**config.mk**
```make
export PLATFORM = sky130hd
export DESIGN_NAME = adder_seq_chunked
export DESIGN_NICKNAME = d
export VERILOG_FILES = /design/src/rtl/adder_seq_pkg.sv /design/src/rtl/chunk_adder.sv /design/src/rtl/adder_seq_chunked.sv
export SDC_FILE = /design/constraint.sdc
export NUM_CORES = 1
export LEC_CHECK = 0
export BUFFER_PORTS_ARGS = -buffer_cell sky130_fd_sc_hd__buf_2
export CAP_MARGIN = 20
export CELL_PAD_IN_SITES_DETAIL_PLACEMENT = 0
export CELL_PAD_IN_SITES_GLOBAL_PLACEMENT = 1
export CORE_MARGIN = 2
export CORE_UTILIZATION = 40
export CTS_BUF_LIST = sky130_fd_sc_hd__clkbuf_4
export DETAILED_ROUTE_END_ITERATION = 6
export GPL_TIMING_DRIVEN = 0
export PLACE_DENSITY_LB_ADDON = 0.1
export SLEW_MARGIN = 40
export SYNTH_ARGS = -nofsm -noshare
export SYNTH_HDL_FRONTEND = slang
export SYNTH_SLANG_ARGS = --single-unit
```
**constraint.sdc**
```tcl
create_clock -name clk -period 5.1 [get_ports clk]
set_clock_uncertainty 0.1 [all_clocks]
set_input_delay 0.765 -clock clk [delete_from_list [all_inputs] [get_ports clk]]
set_output_delay 0.765 -clock clk [all_outputs]
set_load 0.05 [all_outputs]
```
**src/rtl/adder_seq_pkg.sv**
```systemverilog
// Shared types and elaboration helpers for the chunked sequential adder.
package adder_seq_pkg;

  typedef enum logic [1:0] {
    IDLE = 2'd0,
    BUSY = 2'd1,
    DONE = 2'd2
  } state_t;

  function automatic int clog2(input int value);
    int r;
    r = 0;
    for (int v = value - 1; v > 0; v = v >> 1) r++;
    return r;
  endfunction

  function automatic bit chunking_ok(input int width, input int chunk);
    return (chunk >= 1) && (chunk <= width) && ((width % chunk) == 0);
  endfunction

endpackage

```
**src/rtl/chunk_adder.sv**
```systemverilog
// Combinational CHUNK-bit ripple adder; also exposes the carry into its top bit
// so the caller can derive signed overflow on the most significant chunk.
module chunk_adder #(
  parameter int CHUNK = 8
) (
  input  logic [CHUNK-1:0] in_a,
  input  logic [CHUNK-1:0] in_b,
  input  logic             cin,
  output logic [CHUNK-1:0] sum,
  output logic             cout,
  output logic             c_msb
);

  always_comb begin
    logic c;
    sum   = '0;
    c_msb = 1'b0;
    c     = cin;
    for (int i = 0; i < CHUNK; i++) begin
      if (i == CHUNK - 1) c_msb = c;
      sum[i] = in_a[i] ^ in_b[i] ^ c;
      c      = (in_a[i] & in_b[i]) | (c & (in_a[i] ^ in_b[i]));
    end
    cout = c;
  end

endmodule

```
**src/rtl/adder_seq_chunked.sv**
```systemverilog
// Multi-cycle add/subtract: one CHUNK-bit slice per cycle, carry kept in a register
// between slices, valid/ready handshake on both sides.
module adder_seq_chunked
  import adder_seq_pkg::*;
#(
  parameter int WIDTH = 32,
  parameter int CHUNK = 8
) (
  input  logic             clk,
  input  logic             rst_n,
  input  logic             in_valid,
  output logic             in_ready,
  input  logic [WIDTH-1:0] in_a,
  input  logic [WIDTH-1:0] in_b,
  input  logic             cin,
  input  logic             sub,
  output logic             out_valid,
  input  logic             out_ready,
  output logic [WIDTH-1:0] sum,
  output logic             cout,
  output logic             overflow,
  output logic             zero
);

  localparam int NCHUNK = WIDTH / CHUNK;
  localparam int IDX_W  = (NCHUNK > 1) ? clog2(NCHUNK) : 1;
  localparam logic [IDX_W-1:0] LAST_IDX = IDX_W'(NCHUNK - 1);

  if (!chunking_ok(WIDTH, CHUNK)) begin : g_bad_chunk
    $error("adder_seq_chunked: WIDTH must be a multiple of CHUNK and CHUNK in 1..WIDTH");
  end

  state_t             state_q, state_d;
  logic [WIDTH-1:0]   a_q, b_q, sum_q, sum_next;
  logic               carry_q, cout_q, ovf_q, zero_q;
  logic [IDX_W-1:0]   idx_q;
  logic [CHUNK-1:0]   chunk_sum;
  logic               chunk_cout, chunk_cmsb;
  logic               last_chunk;
  int                 base;

  assign base       = int'(idx_q) * CHUNK;
  assign last_chunk = (idx_q == LAST_IDX);

  chunk_adder #(.CHUNK(CHUNK)) u_chunk (
    .in_a  (a_q[base +: CHUNK]),
    .in_b  (b_q[base +: CHUNK]),
    .cin   (carry_q),
    .sum   (chunk_sum),
    .cout  (chunk_cout),
    .c_msb (chunk_cmsb)
  );

  always_comb begin
    sum_next                = sum_q;
    sum_next[base +: CHUNK] = chunk_sum;
  end

  always_ff @(posedge clk or negedge rst_n) begin
    if (!rst_n) state_q <= IDLE;
    else        state_q <= state_d;
  end

  always_comb begin
    state_d   = state_q;
    in_ready  = 1'b0;
    out_valid = 1'b0;
    unique case (state_q)
      IDLE: begin
        in_ready = 1'b1;
        if (in_valid) state_d = BUSY;
      end
      BUSY: begin
        if (last_chunk) state_d = DONE;
      end
      DONE: begin
        out_valid = 1'b1;
        if (out_ready) state_d = IDLE;
      end
      default: state_d = IDLE;
    endcase
  end

  // Operand capture on accept, then one slice per BUSY cycle; flags land with the last slice.
  always_ff @(posedge clk or negedge rst_n) begin
    if (!rst_n) begin
      a_q     <= '0;
      b_q     <= '0;
      sum_q   <= '0;
      carry_q <= 1'b0;
      idx_q   <= '0;
      cout_q  <= 1'b0;
      ovf_q   <= 1'b0;
      zero_q  <= 1'b0;
    end else if (state_q == IDLE && in_valid) begin
      a_q     <= in_a;
      b_q     <= in_b ^ {WIDTH{sub}};
      carry_q <= sub | cin;
      sum_q   <= '0;
      idx_q   <= '0;
    end else if (state_q == BUSY) begin
      sum_q   <= sum_next;
      carry_q <= chunk_cout;
      if (last_chunk) begin
        cout_q <= chunk_cout;
        ovf_q  <= chunk_cout ^ chunk_cmsb;
        zero_q <= (sum_next == '0);
      end else begin
        idx_q <= idx_q + 1'b1;
      end
    end
  end

  assign sum      = sum_q;
  assign cout     = cout_q;
  assign overflow = ovf_q;
  assign zero     = zero_q;

endmodule

```
[Word-level counts from Yosys, hierarchy flattened]
Cells that the tools add are included.
Operators by class
  reductions and logical operators: 7
  shift-type cells: 4
  add/subtract/negate cells: 2
  multiplexer cells: 14
  bitwise operators: 44
  equal/unequal tests: 7
Operator list (number)
  2-to-1 mux 32 bit: 2
  variable part select 32 x 6 -> 8 bit: 2
  negator 5 -> 33 bit: 1
  variable shift 8 x 33 -> 32 bit, first input constant: 1
  variable part select 8 x 33 -> 32 bit: 1
  bitwise mux 32 bit: 1
  zero test 32 bit: 1
  bitwise XOR 32 bit: 1
  bitwise XOR 1 bit: 17
  AND 1 bit: 16
  2-to-1 mux 2 bit: 6
  OR 1 bit: 9
  != test 2 bit, second input constant: 3
  case mux 2 bit (3 select lines): 1
  AND reduction 3 bit: 2
  == test 2 bit, second input constant: 2
  2-to-1 mux 1 bit: 4
  adder 2 x 1 -> 2 bit, second input constant: 1
  == test 2 x 1 -> 1 bit, second input constant: 1
  zero test 2 bit: 1
  != test 2 x 1 -> 1 bit, second input constant: 1
  AND reduction 2 bit: 1
  nonzero test 2 bit: 1
  logical AND 1 bit: 1
  NOT 1 bit: 1
Word-level totals
  logic and storage cells: 87
  register bits: 104
  output and inout bits: 37

[Longest topological paths before layout]
  depth after elaboration: 21
  mapped depth: 19
  mapped depth without buffers: 17

[Cells and area by module]
Synthesis repeated with hierarchy kept, for this count alone.
Second synthesis, totals
  cell total of the unflattened synthesis: 392
  area total of the unflattened synthesis: 5001.0 um^2
By module, submodules not included
  adder_seq_chunked: instances 1, area an instance 4803.4 um^2, cells each 374, seq. area each 2602.5 um^2
  chunk_adder: instances 1, area an instance 197.7 um^2, cells each 18, seq. area each 0.0 um^2

[Worst setup path after synthesis]
No wires, ideal clock.
  path kind: reg2reg
  from: reg idx_q[1]
  to: reg zero_q (netlist: zero)
  buffers on the path: 2
  arrival: 4.809 ns
  slack: 0.108 ns
  clock period less this slack: 4.992 ns
  cell stages (with the launch flop): 20
  cell sequence: dfrtp_1 -> clkbuf_1 -> buf_2 -> mux4_2 -> inv_1 -> fa_1 -> fa_1 -> fa_1 -> fa_1 -> fa_1 -> inv_1 -> fa_1 -> inv_1 -> fa_1 -> fa_1 -> and3_1 -> nor2b_1 -> o21ai_0 -> nand4_1 -> o21ai_0
On the way
  longest elaborated chain between the ends: 20
  elaborated cells between the ends (all ways): 46
  those cells by class: add/sub (1); eq/ne (1); shift (4); mux (1); bitwise (37); reduce/logical (2)
RTL lines
  start, declared: RTL line adder_seq_chunked.sv:36  | logic [IDX_W-1:0] idx_q;
  start signal, assigned: RTL line adder_seq_chunked.sv:109  | idx_q <= idx_q + 1'b1;
  variable part select 32 x 6 -> 8 bit, on equally long branches: RTL line adder_seq_chunked.sv:46, adder_seq_chunked.sv:47
  bitwise XOR 1 bit: RTL line chunk_adder.sv:21, chunk_adder.sv:22
  AND 1 bit: RTL line chunk_adder.sv:22  | c = (in_a[i] & in_b[i]) | (c & (in_a[i] ^ in_b[i]));
  OR 1 bit: RTL line chunk_adder.sv:22
  AND 1 bit: RTL line chunk_adder.sv:22
  OR 1 bit: RTL line chunk_adder.sv:22
  AND 1 bit: RTL line chunk_adder.sv:22
  OR 1 bit: RTL line chunk_adder.sv:22
  [... 4 more ...]
  AND 1 bit: RTL line chunk_adder.sv:22
  OR 1 bit: RTL line chunk_adder.sv:22
  AND 1 bit: RTL line chunk_adder.sv:22
  OR 1 bit: RTL line chunk_adder.sv:22
  bitwise XOR 1 bit: RTL line chunk_adder.sv:21  | sum[i] = in_a[i] ^ in_b[i] ^ c;
  variable part select 8 x 33 -> 32 bit: RTL line adder_seq_chunked.sv:56  | sum_next[base +: CHUNK] = chunk_sum;
  bitwise mux 32 bit: RTL line adder_seq_chunked.sv:56
  zero test 32 bit: RTL line adder_seq_chunked.sv:107  | zero_q <= (sum_next == '0);
  end signal, assigned: RTL line adder_seq_chunked.sv:107
  end, declared: RTL line adder_seq_chunked.sv:35  | logic carry_q, cout_q, ovf_q, zero_q;
Several ways; a longest one is shown, not always the timed one.
A chain may end at the register's enable or synchronous reset.

[Worst setup path in the final report]
  from: reg idx_q[0]
  to: reg zero_q (netlist: zero)
The elaborated chain is that of the path after synthesis.

==> summary.md <==
| Metric | Value |
|---|---|
| Ys flop type | dfrtp_1 |
| Critical Path End Type | register |
| Initial antenna violation count | 0 |
| CTS tree | yes |
| Initial Util | 41.16% |
| Clock latency on the worst-skew pair | 450 ps |
| Worst Hold Class | primary input to asynchronous set/reset pin |
| YS warnings | 0 |
| Slew Viols, Final | 0 |
| CTS Hold Bufs | 0 |
| H-tree depth | 3 |
| Max-cap violations | 0 |
| RSZ-0062 raised after global routing | no |
| Sink Count | 104 |
| CTS max path bufs | 2 |
| Post-synthesis compound-gate area fraction | 9.111% |
| Number of synthesized flops with an enable pin | 0 |
| Status | completed |
| Total Neg Setup Slack | 0 ps |
| Port Buffers | 105 |
| First-pass GRT wire length | 19.32 mm |
| Syn Nets | 520 |
| Drt initial violations | 204 |
| Row count | 40 |
| Fin nets | 640 |
| R2r worst-path depth | 18 |
| Synth Cell Area | 0.004985 mm^2 |
| Pre-antenna DRT Iters | 4 |
| Count leader, synth | dfrtp_1 |
| Worst-Margin Slew | 478.1 ps |
| Die area | 0.01337 mm^2 |
| Post-synthesis adder-cell area fraction | 4.719% |
| Post-synthesis simple-gate area fraction | 9.513% |
| Core box area | 0.01211 mm^2 |
| Reg-to-reg slack, setup | 240 ps |
| Fillers | 1187 |
| Largest family of logic cells by synthesized area | multiplexers |
| Post-synth top area cell | dfrtp_1 |
| Number of global-route vias before repair | 3606 |
| CP Max Fanout | 10 |
| Util after Layout | 49.16% |
| Mux share of post-synthesis cell area | 14.46% |
| Period Utilization, post-route | 95.37% |
| CP Class | register to register |
| Post-Synthesis Cells | 436 |
| # diodes | 0 |
| Antenna-violating nets left | 0 |
| DIE WIDTH | 115.6 um |
| List of most frequent post-synthesis cells | dfrtp_1 (104), nand2_1 (44), o21ai_0 (39) |
| Share of cells above drive strength 1 | 36.43% |
| CTS buffer count | 9 |
| Root Buffer | clkbuf_4 |
| Place WS | -806.1 ps |
| Largest cells by area after synthesis | dfrtp_1 (52%), mux2_2 (7.2%), mux4_2 (7.2%), xnor2_1 (6.0%), o21ai_0 (3.9%) |
| Crit path setup slack, layout | 236.2 ps |
| Largest net degree at the start of global routing | 63 |
| Slew headroom | 68.13% |
| Worst Path Required | 5400 ps |
| Crit path launch type | register |
| Total GRT Usage | 19.28% |
| Area Overhead vs Synth | 19.45% |
| I/O Pins | 107 |
| Syn_area_per_cell | 11.43 um^2 |
| Final Hold Fails | 0 |
| Top-area cell type share of the netlist area | 52.21% |
| Seq/Total Area, Yosys | 52.21% |
| Tmin final | 4864 ps |
| Die height | 115.6 um |
| CP Data Arrival Time | 5160 ps |
| Wirelength per Cell | 16.64 um |
| Ys async rst share | 100.0% |
| Vias per cell | 4.907 |
| Drt total wl | 12.11 mm |
| Grt ovf | 0 |
| Half-perimeter wire length after placement | 9.054 mm |
| Clock transition at path regs | 170 ps |
| Final Wtd Congestion | 0.8102 |
| Final setup violation count | 0 |
| Post-route DRC violation count | 0 |
| Vias | 3572 |
| Synth Area in XOR/XNOR | 5.974% |
| FF+latch count, synth | 104 |
| Post-synth cell types | 34 |
| Max Clk Rate | 205.6 MHz |
critical path, stage by stage (launching register included):
cell and delay (ps):
dfrtp_2 480, buf_12 170, mux4_2 320, inv_1 50, fa_1 410, fa_2 360
fa_2 360, fa_2 350, fa_1 370, inv_1 70, fa_1 150, inv_1 60
fa_2 390, fa_2 570, and3_1 180, nand3_1 90, o21ai_0 90, nand4_1 110
o21ai_1 130
stage by stage:
| stage | cell area, um^2 | hold slack (ps) | std cells |
|---|---|---|---|
| after global routing | 5954 | 126.9 | 728 |
| after floorplan | 4985 | 369.4 | 436 |
| final | 5954 | 121.8 | 728 |
| after global placement | 5720 | 373.6 | 709 |
| after detailed placement | 5751 | 372.6 | 710 |
| after CTS | 5933 | 131.1 | 728 |
state kept, by name, indices dropped and copies added, names as in the netlist:
name      flops
a_q          32
b_q          32
sum          32
idx_q         2
state_q       2
carry_q       1
cout          1
overflow      1
zero          1
final timing paths:
check,startpoint,endpoint
hold reg to reg,overflow,overflow
min in group clk,out_ready,state_q[1]
setup reg to reg,idx_q[0],zero
setup / recovery,idx_q[0],zero
hold / removal,rst_n,sum[15]
max in group asynchronous,rst_n,b_q[17]
final cells by class:
cell class / count / area (um^2) / share of cell area, %
Sequential cell: 104 / 2604 / 43.73
Multi-Input combinational cell: 289 / 2195 / 36.86
Timing Repair Buffer: 110 / 585.6 / 9.834
Tap cell: 168 / 210.2 / 3.530
Buffer: 21 / 147.6 / 2.480
Inverter: 21 / 78.83 / 1.324
Clock buffer: 10 / 75.07 / 1.261
Clock inverter: 5 / 58.81 / 0.9876
layout by cell type, fill, tap and decap left out, drive strengths merged, types with 2 or more instances in the layout:
cell and count:
ha 6, o21ai 40, clkinvlp 2, nand2b 2, mux4 16, dfrtp 104, nor4 7, nand4 3
nor2 38, nor2b 3, mux2 32, fa 8, nand3b 2, inv 21, buf 129, clkbuf 12
nand2 44, clkinv 2, a21oi 42, xnor2 34
per-layer routing:
layer	up-vias	routed length, um	global-route usage [%]
met3	13	581	3.766
met1	1733	5461	26.57
met4	0	170	5.476
li1	1738	-	-
met5	-	0	0
met2	88	5899	31.38
repair_timing:
| item | CTS | global route |
|---|---|---|
| endpoints found under the setup margin | 8 | 1 |
| buffers inserted | 3 | 1 |
| resized for setup | 10 | 7 |
| endpoints found under the hold margin | 0 | 0 |
| pin swaps | 1 | 2 |
cell families after synthesis:
family          Yosys count
simple gates            107
fa+ha+maj                14
compound gates           86
buf+inv                  43
mux                      48
flops                   104
xor+xnor                 34
Power is left out: the tool's default activity adds up to more than one toggle a clock period on the data nets, which glitch-free logic cannot reach.
